==> src/rtl/comm_pkg.sv <==
// Shared definitions for the CommMaster/copter link: FSM encodings and opcodes.
package comm_pkg;

    typedef enum logic [1:0] {
        RX_CMD = 2'd0,
        RX_DHI = 2'd1,
        RX_DLO = 2'd2
    } rx_state_e;

    typedef enum logic [1:0] {
        TX_IDLE  = 2'd0,
        TX_START = 2'd1,
        TX_BUSY  = 2'd2
    } tx_state_e;

    localparam logic [7:0] REQ_BATT  = 8'h01;
    localparam logic [7:0] SET_PTCH  = 8'h02;
    localparam logic [7:0] SET_ROLL  = 8'h03;
    localparam logic [7:0] SET_YAW   = 8'h04;
    localparam logic [7:0] SET_THRST = 8'h05;
    localparam logic [7:0] CALIBRATE = 8'h06;
    localparam logic [7:0] EMER_LAND = 8'h07;
    localparam logic [7:0] MTRS_OFF  = 8'h08;

    localparam logic [7:0] POS_ACK   = 8'hA5;

endpackage

==> src/rtl/uart_frame_wrapper_if.sv <==
// Byte-level UART handshakes plus the command/response side of the frame wrapper.
interface uart_frame_wrapper_if;

    logic        rx_rdy;
    logic [7:0]  rx_data;
    logic        clr_rx_rdy;
    logic [7:0]  cmd;
    logic [15:0] data;
    logic        cmd_rdy;
    logic        clr_cmd_rdy;
    logic        snd_resp;
    logic [7:0]  resp;
    logic        trmt;
    logic [7:0]  tx_data;
    logic        tx_done;
    logic        resp_sent;
    logic        frm_err;

    // The wrapper itself
    modport slave (
        input  rx_rdy, rx_data, clr_cmd_rdy, snd_resp, resp, tx_done,
        output clr_rx_rdy, cmd, data, cmd_rdy, trmt, tx_data, resp_sent, frm_err
    );

    // UART transceiver and command processor side
    modport master (
        output rx_rdy, rx_data, clr_cmd_rdy, snd_resp, resp, tx_done,
        input  clr_rx_rdy, cmd, data, cmd_rdy, trmt, tx_data, resp_sent, frm_err
    );

endinterface

==> src/rtl/uart_frame_wrapper_frame_timer.sv <==
// Inter-byte idle counter; only instantiated when FRAME_TIMEOUT_EN is defined.
module frame_timer #(
    parameter int TIMEOUT_CLKS = 100000
) (
    input  logic clk,
    input  logic rst,
    input  logic clr,
    input  logic run,
    output logic expired
);

    // One spare count so the increment in the expiry cycle never wraps
    localparam int CNT_W = $clog2(TIMEOUT_CLKS + 1);
    localparam logic [CNT_W-1:0] LAST_CNT = CNT_W'(TIMEOUT_CLKS - 1);

    logic [CNT_W-1:0] cnt_q, cnt_d;

    always_comb begin
        if (clr || !run) cnt_d = '0;
        else             cnt_d = cnt_q + CNT_W'(1);
    end

    always_ff @(posedge clk) begin
        if (rst) cnt_q <= '0;
        else     cnt_q <= cnt_d;
    end

    assign expired = run && (cnt_q == LAST_CNT);

endmodule

==> src/rtl/uart_frame_wrapper.sv <==
// Assembles 3-byte UART frames into cmd/data and sequences 1-byte responses.
// Optional inter-byte timeout is enabled by defining FRAME_TIMEOUT_EN.
module uart_frame_wrapper
    import comm_pkg::*;
#(
    parameter int TIMEOUT_CLKS = 100000
) (
    input  logic                  clk,
    input  logic                  rst,
    uart_frame_wrapper_if.slave   bus
);

    localparam logic [1:0] CMD      = RX_CMD;
    localparam logic [1:0] DHI      = RX_DHI;
    localparam logic [1:0] DLO      = RX_DLO;
    localparam logic [1:0] T_IDLE   = TX_IDLE;
    localparam logic [1:0] T_START  = TX_START;
    localparam logic [1:0] T_BUSY   = TX_BUSY;

    if (TIMEOUT_CLKS < 2) begin : g_bad_timeout
        $error("TIMEOUT_CLKS must be at least 2");
    end

    logic [1:0]  rx_state_q, rx_state_d;
    logic [7:0]  cmd_q, cmd_d;
    logic [15:0] data_q, data_d;
    logic        cmd_rdy_q, cmd_rdy_d;
    logic        frm_err_q, frm_err_d;
    logic [1:0]  tx_state_q, tx_state_d;
    logic [7:0]  tx_data_q, tx_data_d;
    logic        trmt_q, trmt_d;
    logic        resp_sent_q, resp_sent_d;
    logic        frame_timeout;

`ifdef FRAME_TIMEOUT_EN
    logic timer_expired;

    frame_timer #(
        .TIMEOUT_CLKS (TIMEOUT_CLKS)
    ) u_frame_timer (
        .clk     (clk),
        .rst     (rst),
        .clr     (bus.rx_rdy),
        .run     (rx_state_q != CMD),
        .expired (timer_expired)
    );

    // A byte landing in the expiry cycle keeps the frame alive
    assign frame_timeout = timer_expired && !bus.rx_rdy;
`else
    assign frame_timeout = 1'b0;
`endif

    assign bus.clr_rx_rdy = bus.rx_rdy && !rst;

    // NOTE: every always_comb output gets a default first so no latch is inferred.
    always_comb begin
        rx_state_d = rx_state_q;
        cmd_d      = cmd_q;
        data_d     = data_q;
        cmd_rdy_d  = cmd_rdy_q;
        frm_err_d  = frame_timeout;

        // Clear first so a final-byte set in the same cycle overrides it
        if (bus.clr_cmd_rdy) cmd_rdy_d = 1'b0;

        if (bus.rx_rdy) begin
            case (rx_state_q)
                CMD: begin
                    cmd_d      = bus.rx_data;
                    cmd_rdy_d  = 1'b0;
                    rx_state_d = DHI;
                end
                DHI: begin
                    data_d[15:8] = bus.rx_data;
                    rx_state_d   = DLO;
                end
                DLO: begin
                    data_d[7:0] = bus.rx_data;
                    cmd_rdy_d   = 1'b1;
                    rx_state_d  = CMD;
                end
                default: rx_state_d = CMD;
            endcase
        end else if (frame_timeout) begin
            rx_state_d = CMD;
        end
    end

    always_comb begin
        tx_state_d  = tx_state_q;
        tx_data_d   = tx_data_q;
        trmt_d      = 1'b0;
        resp_sent_d = 1'b0;

        case (tx_state_q)
            T_IDLE: begin
                if (bus.snd_resp) begin
                    tx_data_d  = bus.resp;
                    trmt_d     = 1'b1;
                    tx_state_d = T_START;
                end
            end
            T_START: tx_state_d = T_BUSY;
            T_BUSY: begin
                if (bus.tx_done) begin
                    resp_sent_d = 1'b1;
                    tx_state_d  = T_IDLE;
                end
            end
            default: tx_state_d = T_IDLE;
        endcase
    end

    // NOTE: sequential state uses non-blocking assignments so all flops update together.
    always_ff @(posedge clk) begin
        if (rst) begin
            rx_state_q  <= CMD;
            cmd_q       <= '0;
            data_q      <= '0;
            cmd_rdy_q   <= 1'b0;
            frm_err_q   <= 1'b0;
            tx_state_q  <= T_IDLE;
            tx_data_q   <= '0;
            trmt_q      <= 1'b0;
            resp_sent_q <= 1'b0;
        end else begin
            rx_state_q  <= rx_state_d;
            cmd_q       <= cmd_d;
            data_q      <= data_d;
            cmd_rdy_q   <= cmd_rdy_d;
            frm_err_q   <= frm_err_d;
            tx_state_q  <= tx_state_d;
            tx_data_q   <= tx_data_d;
            trmt_q      <= trmt_d;
            resp_sent_q <= resp_sent_d;
        end
    end

    assign bus.cmd       = cmd_q;
    assign bus.data      = data_q;
    assign bus.cmd_rdy   = cmd_rdy_q;
    assign bus.frm_err   = frm_err_q;
    assign bus.tx_data   = tx_data_q;
    assign bus.trmt      = trmt_q;
    assign bus.resp_sent = resp_sent_q;

endmodule
==> src/flat_wrapper.sv <==
// flat-port wrapper written by rule: the top's interface ports become plain ports
module uart_frame_wrapper_flat import comm_pkg::*;
#(
    parameter int TIMEOUT_CLKS = 100000
)
  (clk, rst, bus_rx_rdy, bus_rx_data, bus_clr_cmd_rdy, bus_snd_resp, bus_resp, bus_tx_done, bus_clr_rx_rdy, bus_cmd, bus_data, bus_cmd_rdy, bus_trmt, bus_tx_data, bus_resp_sent, bus_frm_err);
  uart_frame_wrapper_if bus_i ();
  input  logic clk;
  input  logic rst;
  input wire logic [$bits(bus_i.rx_rdy)-1:0] bus_rx_rdy;
  input wire logic [$bits(bus_i.rx_data)-1:0] bus_rx_data;
  input wire logic [$bits(bus_i.clr_cmd_rdy)-1:0] bus_clr_cmd_rdy;
  input wire logic [$bits(bus_i.snd_resp)-1:0] bus_snd_resp;
  input wire logic [$bits(bus_i.resp)-1:0] bus_resp;
  input wire logic [$bits(bus_i.tx_done)-1:0] bus_tx_done;
  output wire logic [$bits(bus_i.clr_rx_rdy)-1:0] bus_clr_rx_rdy;
  output wire logic [$bits(bus_i.cmd)-1:0] bus_cmd;
  output wire logic [$bits(bus_i.data)-1:0] bus_data;
  output wire logic [$bits(bus_i.cmd_rdy)-1:0] bus_cmd_rdy;
  output wire logic [$bits(bus_i.trmt)-1:0] bus_trmt;
  output wire logic [$bits(bus_i.tx_data)-1:0] bus_tx_data;
  output wire logic [$bits(bus_i.resp_sent)-1:0] bus_resp_sent;
  output wire logic [$bits(bus_i.frm_err)-1:0] bus_frm_err;
  assign bus_i.rx_rdy = bus_rx_rdy;
  assign bus_i.rx_data = bus_rx_data;
  assign bus_i.clr_cmd_rdy = bus_clr_cmd_rdy;
  assign bus_i.snd_resp = bus_snd_resp;
  assign bus_i.resp = bus_resp;
  assign bus_i.tx_done = bus_tx_done;
  assign bus_clr_rx_rdy = bus_i.clr_rx_rdy;
  assign bus_cmd = bus_i.cmd;
  assign bus_data = bus_i.data;
  assign bus_cmd_rdy = bus_i.cmd_rdy;
  assign bus_trmt = bus_i.trmt;
  assign bus_tx_data = bus_i.tx_data;
  assign bus_resp_sent = bus_i.resp_sent;
  assign bus_frm_err = bus_i.frm_err;
  uart_frame_wrapper #(.TIMEOUT_CLKS(TIMEOUT_CLKS)) u_core (.clk(clk), .rst(rst), .bus(bus_i));
endmodule
==> config.mk <==
export PLATFORM = sky130hd
export DESIGN_NAME = uart_frame_wrapper_flat
export DESIGN_NICKNAME = d
export VERILOG_FILES = /design/src/rtl/comm_pkg.sv /design/src/rtl/uart_frame_wrapper_if.sv /design/src/rtl/uart_frame_wrapper_frame_timer.sv /design/src/rtl/uart_frame_wrapper.sv /design/src/flat_wrapper.sv
export SDC_FILE = /design/constraint.sdc
export NUM_CORES = 1
export LEC_CHECK = 0
export ABC_AREA = 1
export BUFFER_PORTS_ARGS = -buffer_cell sky130_fd_sc_hd__clkbuf_2
export CORE_MARGIN = 1
export CORE_UTILIZATION = 49
export CTS_BUF_LIST = sky130_fd_sc_hd__clkbuf_4 sky130_fd_sc_hd__clkbuf_8 sky130_fd_sc_hd__clkbuf_16
export DETAILED_ROUTE_END_ITERATION = 6
export GPL_TIMING_DRIVEN = 1
export PLACE_DENSITY = 0.79
export SKIP_LAST_GASP = 1
export SYNTH_ARGS = -nofsm -noshare
export SYNTH_HDL_FRONTEND = slang
export SYNTH_SLANG_ARGS = --single-unit
export TNS_END_PERCENT = 50
==> constraint.sdc <==
create_clock -name clk -period 1.3 [get_ports clk]
set_input_delay 0.26 -clock clk [delete_from_list [all_inputs] [get_ports clk]]
set_output_delay 0.26 -clock clk [all_outputs]
set_load 0.02 [all_outputs]
==> results of run 1 <==
how the worst min path moves through the flow:
stage,startpoint,end,slack [ns],depth (start not counted)
CTS,bus_tx_done,u_core.bus.resp_sent,0.14,3
global route,bus_tx_done,u_core.bus.resp_sent,0.18,3
detailed placement,u_core.bus.cmd[2],u_core.bus.cmd[2],0.47,2
global placement,u_core.bus.cmd[7],u_core.bus.cmd[7],0.46,2
finish,bus_tx_done,u_core.bus.resp_sent,0.16,3
floorplan,bus_tx_done,u_core.bus.resp_sent,0.39,2
cells by family after synthesis:
kind of cell,after synthesis,synth area share (%)
flops,39,46.3
buf+inv,50,14.6
compound gates,21,6.38
other cells,1,0.223
simple gates,129,32.5
cell type report:
type	instances	area [um^2]
Timing Repair Buffer	61	315
Multi-Input combinational cell	151	659
Inverter	37	139
Tap cell	44	55.1
Clock buffer	6	45.0
Sequential cell	39	781
Fill cell	312	1160
layout by cell type (no fill, tap or decap):
cell type  netlist  routed
clkbuf_2         0      57
nor2_4           1       1
clkbuf_4         0       6
nand3_4          2       2
nor3_1           1       1
nor2_1          53      53
o21ai_0          1       1
conb_1           1       1
nand3_1         16      16
inv_1           35      35
nand2_2          2       2
nand2_1         53      53
a21oi_1         19      19
inv_2            2       2
buf_4            2       4
nor2_2           1       1
o21a_1           1       1
dfxtp_1         39      39
per-layer routing:
metal,track usage [%],part of all wire (%),vias up
met5,0,0,-
met4,10.7,0.95,0
met3,5.54,4.6,3
met2,31.9,44,38
met1,27.1,50,665
li1,-,-,822
registers in the layout, indices dropped and copies added (netlist names):
signal / count
u_core.tx_state_q: 2
u_core.bus.cmd_rdy: 1
u_core.bus.data: 16
u_core.bus.trmt: 1
u_core.bus.resp_sent: 1
u_core.bus.tx_data: 8
u_core.rx_state_q: 2
u_core.bus.cmd: 8
through the flow:
stage | cells | total power, W
6_report | 338 | 0.00235
5_1_grt | 338 | 0.00250
4_1_cts | 338 | 0.00237
3_5_place_dp | 332 | 0.00181
3_3_place_gp | 332 | 0.00181
2_1_floorplan | 240 | 0.00168
power by group through the flow:
| stage | Clock (W) | Combinational, W | Sequential (W) |
|---|---|---|---|
| floorplan | 0 | 0.000245 | 0.00143 |
| global placement | 0 | 0.000455 | 0.00135 |
| detailed placement | 0 | 0.000463 | 0.00135 |
| CTS | 0.000576 | 0.000463 | 0.00133 |
| global route | 0.000637 | 0.000526 | 0.00134 |
| finish | 0.000560 | 0.000461 | 0.00133 |
==> summary.txt, run 1 <==
Detailed routing
  – Vias per cell: 4.52
  – ANT nets after route: 0
  – Via count: 1,528
  – Final wirelength: 3380 um
  – Initial drt markers: 86
  – DR pass1 iterations: 4
  – Number of remaining DRC errors: 0
  – Drt wl/cell: 9.99 um

Synthesis
  – Top_reg_cell synth: dfxtp_1
  – Async SR Flop Fraction: 0%
  – Synthesized area per cell: 7.02 um^2
  – Most frequent cells after synthesis: nand2_1 (53), nor2_1 (53), dfxtp_1 (39)
  – Ys Warns: 0
  – Synth cell types: 19
  – Mapped Cells: 240
  – Post-synthesis cell area: 0.00169 mm^2
  – Number of flops mapped to enable cells by yosys: 0
  – Synth area leader: dfxtp_1
  – Register area share after synthesis: 46.3%
  – Syn_nets: 262
  – Top cells by area, synth: dfxtp_1 (46%), nand2_1 (12%), nor2_1 (12%)
  – Share of the synthesized area in the top cell type: 46.3%
  – FF+latch count, synth: 39

Power
  – Flop pwr share: 56.5%
  – Clock share of power: 23.8%
  – NetSw: 0.000696 W
  – Sw frac: 29.6%
  – Comb pwr share: 19.6%
  – PwrDens: 1180 mW/mm^2
  – VDD IR-drop max: 0.000701 V
  – Pint: 0.00165 W
  – P_leak: 1.12 nW

Finish
  – Final net count: 317
  – Layout cell share with drive strength beyond 1: 25.5%
  – Layout area overhead: 18.3%
  – Final design utilization: 63.3%
  – Number of diodes: 0
  – Final instance area: 0.00199 mm^2

STA
  – Setup TNS: 0 ns
  – Final Max Slew Viols: 0
  – Final worst setup slack: 0.159 ns
  – Fin Hold WS: 0.157 ns
  – Final Critical Period: 1.14 ns
  – Final Hold Viols: 0
  – Fmax: 877 MHz
  – Worst Skew: 0.00271 ns
  – Tcrit/Tclk final: 87.7%
  – RSZ-0062 raised after global routing: false
  – Setup violations, final: 0

Worst setup path
  – Cell count along the critical path: 1
  – Reg2reg end: u_core.bus.cmd[0]
  – Max stage delay cell, worst path: dfxtp_1
  – R2R Path Start: u_core.rx_state_q[1]
  – Setup crit start kind: flop
  – CP Capture Type: output port
  – WP data arrival: 0.88 ns
  – Largest stage delay, worst path: 0.37 ns
  – Top Family by Delay on Critical Path: flip-flops
  – WP buf/inv: 1
  – Crit Path Max Fanout: 2
  – Critical path cell sequence: clkbuf_2
  – Crit Path Class: reg2out
  – WP data required: 1.04 ns
  – CP endpoint: bus_cmd[5]
  – Internal reg-to-reg setup slack: 0.19 ns
  – Setup crit start: u_core.bus.cmd[5]
  – R2R depth: 4

GRT
  – Gr usage total: 20.8%
  – Initial antenna violation count: 0
  – First-pass GRT wire length: 5580 um
  – Vias in the first global route: 1,283
  – GRT overflow: 0
  – Pin count of the biggest net entering global routing: 18

Clock tree
  – Clk buf depth: 2
  – Worst skew pair latency: 0.33 ns
  – Clock Tree Root: clkbuf_4
  – Setup Buffers After CTS: 0
  – CTS H-Tree Depth: 2
  – CTS tree: done
  – Clock Pin Slew Worst Setup and Hold Paths: 0.10 ns
  – CTS Hold Bufs: 0
  – CTS buffer count: 5
  – CTS sink count: 39
  – Post-CTS resize count: 0

Floorplan
  – Site row count: 20
  – Initial core utilization: 53.5%
  – DIE HEIGHT: 60.6 um
  – Die ar.: 0.00368 mm^2
  – Die width: 60.6 um
  – # IOs: 59
  – Core ar.: 0.00315 mm^2

Min path
  – Classification of the worst-slack hold path: in2reg

Flow run
  – Max Cap Violations: 0

Place
  – Setup WS pre-CTS: 0.201 ns
  – Placement Cell Area: 0.00195 mm^2
  – Post-detail-place hpwl: 2440 um
  – I/O Buffers: 57
  – Routability congestion estimate from global placement: 0.825

Status
  – Status: finished, final reports clean
No activity file was read; power rests on OpenSTA's default activity.
==> run 2, diff against run 1 <==
--- a/config.mk
+++ b/config.mk
@@ -7,12 +7,13 @@
 export LEC_CHECK = 0
 export ABC_AREA = 1
 export BUFFER_PORTS_ARGS = -buffer_cell sky130_fd_sc_hd__clkbuf_2
+export CORE_ASPECT_RATIO = 1.75
 export CORE_MARGIN = 1
-export CORE_UTILIZATION = 49
-export CTS_BUF_LIST = sky130_fd_sc_hd__clkbuf_4 sky130_fd_sc_hd__clkbuf_8 sky130_fd_sc_hd__clkbuf_16
+export CORE_UTILIZATION = 50
+export CTS_BUF_LIST = sky130_fd_sc_hd__clkbuf_2
 export DETAILED_ROUTE_END_ITERATION = 6
 export GPL_TIMING_DRIVEN = 1
-export PLACE_DENSITY = 0.79
+export PLACE_DENSITY = 0.8
 export SKIP_LAST_GASP = 1
 export SYNTH_ARGS = -nofsm -noshare
 export SYNTH_HDL_FRONTEND = slang
==> summary.txt, run 2 (synthesis gave the netlist of run 1 again) <==
GRT
  – Gr usage total: 21.0% (+0.15 points)
  – First-pass GRT wire length: 5510 um (-1.1%)
  – GRT overflow: 0 (unchanged)
  – Initial antenna violation count: 0 (unchanged)
  – Vias in the first global route: 1,336 (+4.1%)
  – Pin count of the biggest net entering global routing: 29 (+11)

Detailed routing
  – DR pass1 iterations: 4 (unchanged)
  – Initial drt markers: 29 (-66%)
  – Via count: 1,521 (-0.46%)
  – ANT nets after route: 0 (unchanged)
  – Final wirelength: 3360 um (-0.47%)
  – Number of remaining DRC errors: 0 (unchanged)
  – Drt wl/cell: 9.88 um (-1.1%)
  – Vias per cell: 4.47 (-1.0%)

Power
  – P_leak: 1.15 nW (+2.0%)
  – VDD IR-drop max: 0.00101 V (+44%)
  – Comb pwr share: 18.7% (-0.9 points)
  – Flop pwr share: 53.3% (-3.2 points)
  – NetSw: 0.000729 W (+4.8%)
  – PwrDens: 1230 mW/mm^2 (+4.2%)
  – Clock share of power: 28.0% (+4.2 points)
  – Pint: 0.00176 W (+6.8%)
  – Sw frac: 29.3% (-0.39 points)

Clock tree
  – CTS Hold Bufs: 0 (unchanged)
  – Post-CTS resize count: 0 (unchanged)
  – Clock Tree Root: clkbuf_2
  – CTS tree: done
  – CTS H-Tree Depth: 2 (unchanged)
  – CTS sink count: 39 (unchanged)
  – Setup Buffers After CTS: 0 (unchanged)
  – Clock Pin Slew Worst Setup and Hold Paths: 0.19 ns (+0.09 ns)
  – Worst skew pair latency: 0.39 ns (+0.06 ns)
  – Clk buf depth: 2 (unchanged)
  – CTS buffer count: 5 (unchanged)

STA
  – Final Max Slew Viols: 0 (unchanged)
  – Setup violations, final: 0 (unchanged)
  – Setup TNS: 0 ns (unchanged)
  – Fmax: 814 MHz (-7.2%)
  – RSZ-0062 raised after global routing: false
  – Tcrit/Tclk final: 94.5% (+6.8 points)
  – Final Hold Viols: 0 (unchanged)
  – Worst Skew: 0.0239 ns (+0.0212 ns)
  – Final Critical Period: 1.23 ns (+0.0884 ns)

Finish
  – Register area: 781 um^2 (unchanged)
  – Commonest non-fill, non-tap cell in the layout: clkbuf_2
  – Final instance area: 0.00203 mm^2 (+1.9%)
  – # fillers: 326 (+4.5%)
  – Most frequent cells in the layout: clkbuf_2 (62), nor2_1 (53), nand2_1 (53), dfxtp_1 (39), inv_1 (35)
  – Layout cell share with drive strength beyond 1: 25.9% (+0.42 points)
  – Multi-input logic area: 659 um^2 (unchanged)
  – Final net count: 318 (+0.32%)
  – Layout area overhead: 20.6%
  – Max reg flops: 16 (unchanged)
  – Number of diodes: 0 (unchanged)

Worst setup path
  – Max stage delay cell, worst path: dfxtp_1
  – Crit Path Class: reg2out
  – Top Family by Delay on Critical Path: flip-flops
  – WP buf/inv: 1 (unchanged)
  – WP data arrival: 0.97 ns (+0.09 ns)
  – Critical path cell sequence: clkbuf_2
  – WP data required: 1.04 ns (about the same)
  – Crit Path Max Fanout: 2 (unchanged)
  – CP Capture Type: output port
  – Largest stage delay, worst path: 0.40 ns (+0.03 ns)
  – Setup crit start kind: flop

Floorplan
  – Site row count: 27 (+35%)
  – Die ar.: 0.00362 mm^2 (-1.7%)
  – DIE HEIGHT: 78.8 um (+30%)
  – Die width: 45.9 um (-24%)
  – # IOs: 59 (unchanged)
  – Core ar.: 0.00318 mm^2 (+0.71%)
  – Initial core utilization: 53.1% (-0.38 points)

Flow run
  – Max Cap Violations: 0 (unchanged)

Place
  – I/O Buffers: 57 (unchanged)
  – Placement Cell Area: 0.00197 mm^2 (+0.96%)
  – Routability congestion estimate from global placement: 0.785 (-4.9%)
  – Post-detail-place hpwl: 2500 um (+2.4%)

Status
  – Status: finished, final reports clean

Min path
  – Classification of the worst-slack hold path: in2reg
## run 2: cell types whose count changed in the layout (fill, tap and decap cells not counted), sizes merged
| cell | previous run | this run |
|---|---|---|
| clkinv | 0 | 2 |
| clkbuf | 63 | 62 |
| buf | 4 | 5 |
| bufinv | 0 | 1 |
## run 2: metrics by stage
| stage | hold slack (ns) | utilization [%] | std cells | power, W | setup slack [ns] |
|---|---|---|---|---|---|
| 4_1_cts | 0.0539 | 64.0 | 340 | 0.00252 | 0.0414 |
| 3_5_place_dp | 0.468 | 62.0 | 332 | 0.00182 | 0.180 |
| 2_1_floorplan | 0.386 | - | 240 | 0.00168 | 0.316 |
| 3_3_place_gp | 0.463 | 62.0 | 332 | 0.00181 | 0.204 |
| 5_1_grt | 0.0544 | 64.0 | 340 | 0.00263 | 0.0118 |
| 6_report | 0.0692 | 64.0 | 340 | 0.00249 | 0.0709 |
## run 2: power groups by stage
| stage | logic, W | clock network, W | registers [W] |
|---|---|---|---|
| after floorplan | 0.000245 | 0 | 0.00143 |
| after global placement | 0.000461 | 0 | 0.00135 |
| after detailed placement | 0.000469 | 0 | 0.00135 |
| after CTS | 0.000470 | 0.000717 | 0.00133 |
| after global routing | 0.000525 | 0.000768 | 0.00134 |
| final | 0.000466 | 0.000698 | 0.00133 |
## run 2: worst paths after layout
path / from / end / slack, ns / depth (start not counted)
setup reg to reg: u_core.rx_state_q[1] / u_core.bus.cmd[2] / 0.25 / 4
hold / removal: bus_tx_done / u_core.bus.resp_sent / 0.07 / 3
hold reg to reg: u_core.bus.cmd[3] / u_core.bus.cmd[3] / 0.50 / 2
setup / recovery: u_core.bus.cmd[2] / bus_cmd[2] / 0.07 / 1
## run 2: layout make-up
| cell class | instances | share of cell area [%] |
|---|---|---|
| clock buffers | 5 | 1.23 |
| clock inverters | 3 | 1.91 |
| inverters | 37 | 6.83 |
| multi-input cells | 151 | 32.5 |
| flip-flops and latches | 39 | 38.4 |
| well taps | 43 | 2.65 |
| repair buffers | 62 | 16.5 |
## run 2: layer usage
| metal | vias to the layer above | GRT usage [%] | wire length [um] |
|---|---|---|---|
| li1 | 828 | - | - |
| met4 | 0 | 12.4 | 133 |
| met1 | 644 | 22.0 | 1360 |
| met2 | 40 | 35.2 | 1750 |
| met3 | 9 | 5.68 | 119 |
| met5 | - | 0 | 0 |
==> run 3, diff against run 2 <==
--- a/config.mk
+++ b/config.mk
@@ -7,13 +7,13 @@
 export LEC_CHECK = 0
 export ABC_AREA = 1
 export BUFFER_PORTS_ARGS = -buffer_cell sky130_fd_sc_hd__clkbuf_2
-export CORE_ASPECT_RATIO = 1.75
 export CORE_MARGIN = 1
 export CORE_UTILIZATION = 50
 export CTS_BUF_LIST = sky130_fd_sc_hd__clkbuf_2
 export DETAILED_ROUTE_END_ITERATION = 6
 export GPL_TIMING_DRIVEN = 1
-export PLACE_DENSITY = 0.8
+export PLACE_DENSITY = 0.77
+export RECOVER_POWER = 25
 export SKIP_LAST_GASP = 1
 export SYNTH_ARGS = -nofsm -noshare
 export SYNTH_HDL_FRONTEND = slang
==> summary.txt, run 3 (synthesis gave the netlist of run 1 again) <==
STA
  – Final Hold Viols: 0 (unchanged)
  – Final Critical Period: 1.20 ns (-0.0270 ns)
  – RSZ-0062 raised after global routing: false
  – Fmax: 832 MHz (+2.2%)
  – Setup TNS: 0 ns (unchanged)
  – Worst Skew: 0.0301 ns (+0.00617 ns)
  – Tcrit/Tclk final: 92.5% (-2.1 points)
  – Setup violations, final: 0 (unchanged)
  – Final Max Slew Viols: 0 (unchanged)

Finish
  – Layout cell share with drive strength beyond 1: 26.3% (+0.34 points)
  – Number of diodes: 0 (unchanged)
  – Most frequent cells in the layout: clkbuf_2 (65), nor2_1 (53), nand2_1 (53), dfxtp_1 (39), inv_1 (35)
  – Final net count: 318 (unchanged)
  – Layout area overhead: 17.9%
  – Cell Count, Final, Fillers Out: 341 (+0.29%)
  – Commonest non-fill, non-tap cell in the layout: clkbuf_2
  – Max reg flops: 16 (unchanged)

GRT
  – First-pass GRT wire length: 5260 um (-4.6%)
  – GRT overflow: 0 (unchanged)
  – Gr usage total: 19.6% (-1.3 points)
  – Initial antenna violation count: 0 (unchanged)
  – Pin count of the biggest net entering global routing: 18 (-38%)
  – Vias in the first global route: 1,263 (-5.5%)

Clock tree
  – Setup Buffers After CTS: 0 (unchanged)
  – CTS sink count: 39 (unchanged)
  – CTS tree: done
  – CTS buffer count: 5 (unchanged)
  – Post-CTS resize count: 0 (unchanged)
  – CTS Hold Bufs: 0 (unchanged)
  – Clock Tree Root: clkbuf_2
  – CTS H-Tree Depth: 2 (unchanged)
  – Clock Pin Slew Worst Setup and Hold Paths: 0.19 ns (about the same)
  – Clk buf depth: 2 (unchanged)
  – Worst skew pair latency: 0.38 ns (about the same)

Detailed routing
  – Vias per cell: 4.44 (-0.75%)
  – Drt wl/cell: 9.46 um (-4.2%)
  – Number of remaining DRC errors: 0 (unchanged)
  – DR pass1 iterations: 4 (unchanged)
  – Via count: 1,514 (-0.46%)
  – ANT nets after route: 0 (unchanged)
  – Final wirelength: 3230 um (-4.0%)
  – Initial drt markers: 14 (-52%)

Worst setup path
  – Setup crit start kind: flop
  – Max stage delay cell, worst path: dfxtp_1
  – WP data arrival: 0.94 ns (-0.03 ns)
  – WP buf/inv: 1 (unchanged)
  – Crit Path Class: reg2out
  – WP data required: 1.04 ns (about the same)
  – Crit Path Max Fanout: 2 (unchanged)
  – Top Family by Delay on Critical Path: flip-flops
  – Critical path cell sequence: clkbuf_2
  – CP Capture Type: output port
  – Largest stage delay, worst path: 0.39 ns (about the same)

Place
  – I/O Buffers: 57 (unchanged)
  – Routability congestion estimate from global placement: 0.831 (+5.9%)
  – Dpl cells: 333 (+0.30%)
  – Post-detail-place hpwl: 2390 um (-4.1%)

Power
  – PwrDens: 1160 mW/mm^2 (-5.3%)
  – Pint: 0.00159 W (-10%)
  – P_leak: 1.13 nW (-1.2%)
  – Comb pwr share: 19.8% (+1.1 points)
  – VDD IR-drop max: 0.000594 V (-41%)
  – NetSw: 0.000722 W (-0.87%)
  – Clock share of power: 22.9% (-5.1 points)
  – Overall power: 0.00231 W (-7.4%)
  – Flop pwr share: 57.4% (+4.1 points)
  – Sw frac: 31.3% (+2.0 points)

Floorplan
  – Site row count: 20 (-26%)
  – # IOs: 59 (unchanged)
  – Core ar.: 0.00313 mm^2 (-1.5%)
  – Die width: 60.1 um (+31%)
  – Die ar.: 0.00361 mm^2 (-0.24%)
  – DIE HEIGHT: 60.1 um (-24%)
  – Initial core utilization: 53.9% (+0.81 points)

Status
  – Status: finished, final reports clean

Flow run
  – Max Cap Violations: 0 (unchanged)

Min path
  – Classification of the worst-slack hold path: in2reg
run 3: cell types whose count changed in the layout (fill, tap and decap cells not counted), sizes merged:
cell | previous run | this run
clkbuf | 62 | 65
bufinv | 1 | 0
buf | 5 | 4
clkinv | 2 | 1
run 3: path summary, 6_finish.rpt:
path                         from                   end  slack (ns)  cells after the start
min reg2reg  u_core.tx_state_q[1]  u_core.bus.resp_sent        0.50                      2
max reg2reg  u_core.rx_state_q[0]    u_core.bus.data[9]        0.16                      4
max             u_core.bus.cmd[6]            bus_cmd[6]         0.1                      1
min               bus_clr_cmd_rdy    u_core.bus.cmd_rdy        0.10                      4
run 3: per-stage QoR:
stage / setup WS (ns) / hold slack, ns / cell area (um^2) / utilization, %
4_1_cts: 0.0717 / 0.0855 / 2000 / 63.8
2_1_floorplan: 0.316 / 0.386 / 1690 / -
3_3_place_gp: 0.215 / 0.461 / 1960 / 62.6
6_report: 0.0979 / 0.101 / 1990 / 63.5
5_1_grt: 0.0227 / 0.0849 / 1990 / 63.5
3_5_place_dp: 0.199 / 0.469 / 1960 / 62.6
run 3: per-layer routing:
metal	global-route usage, %	vias to the layer above	wire, um
met5	0	-	0
li1	-	824	-
met1	24.6	645	1580
met2	31.3	35	1420
met4	10.3	0	85
met3	4.55	10	133
run 3: final cells by class:
type                       count  area, um^2
fill                         312        1140
clock inverter                 1        5.00
clock buffer                   7        35.0
timing repair buffer          62         320
sequential                    39         781
multi-input combinational    151         652
tap                           44        55.1
inverter                      37         139
run 3: power by group through the flow:
stage / registers (W) / logic [W] / clock network [W]
after floorplan: 0.00143 / 0.000245 / 0
after global placement: 0.00135 / 0.000457 / 0
after detailed placement: 0.00135 / 0.000464 / 0
after CTS: 0.00133 / 0.000465 / 0.000537
after global routing: 0.00134 / 0.000513 / 0.000589
final: 0.00132 / 0.000456 / 0.000528
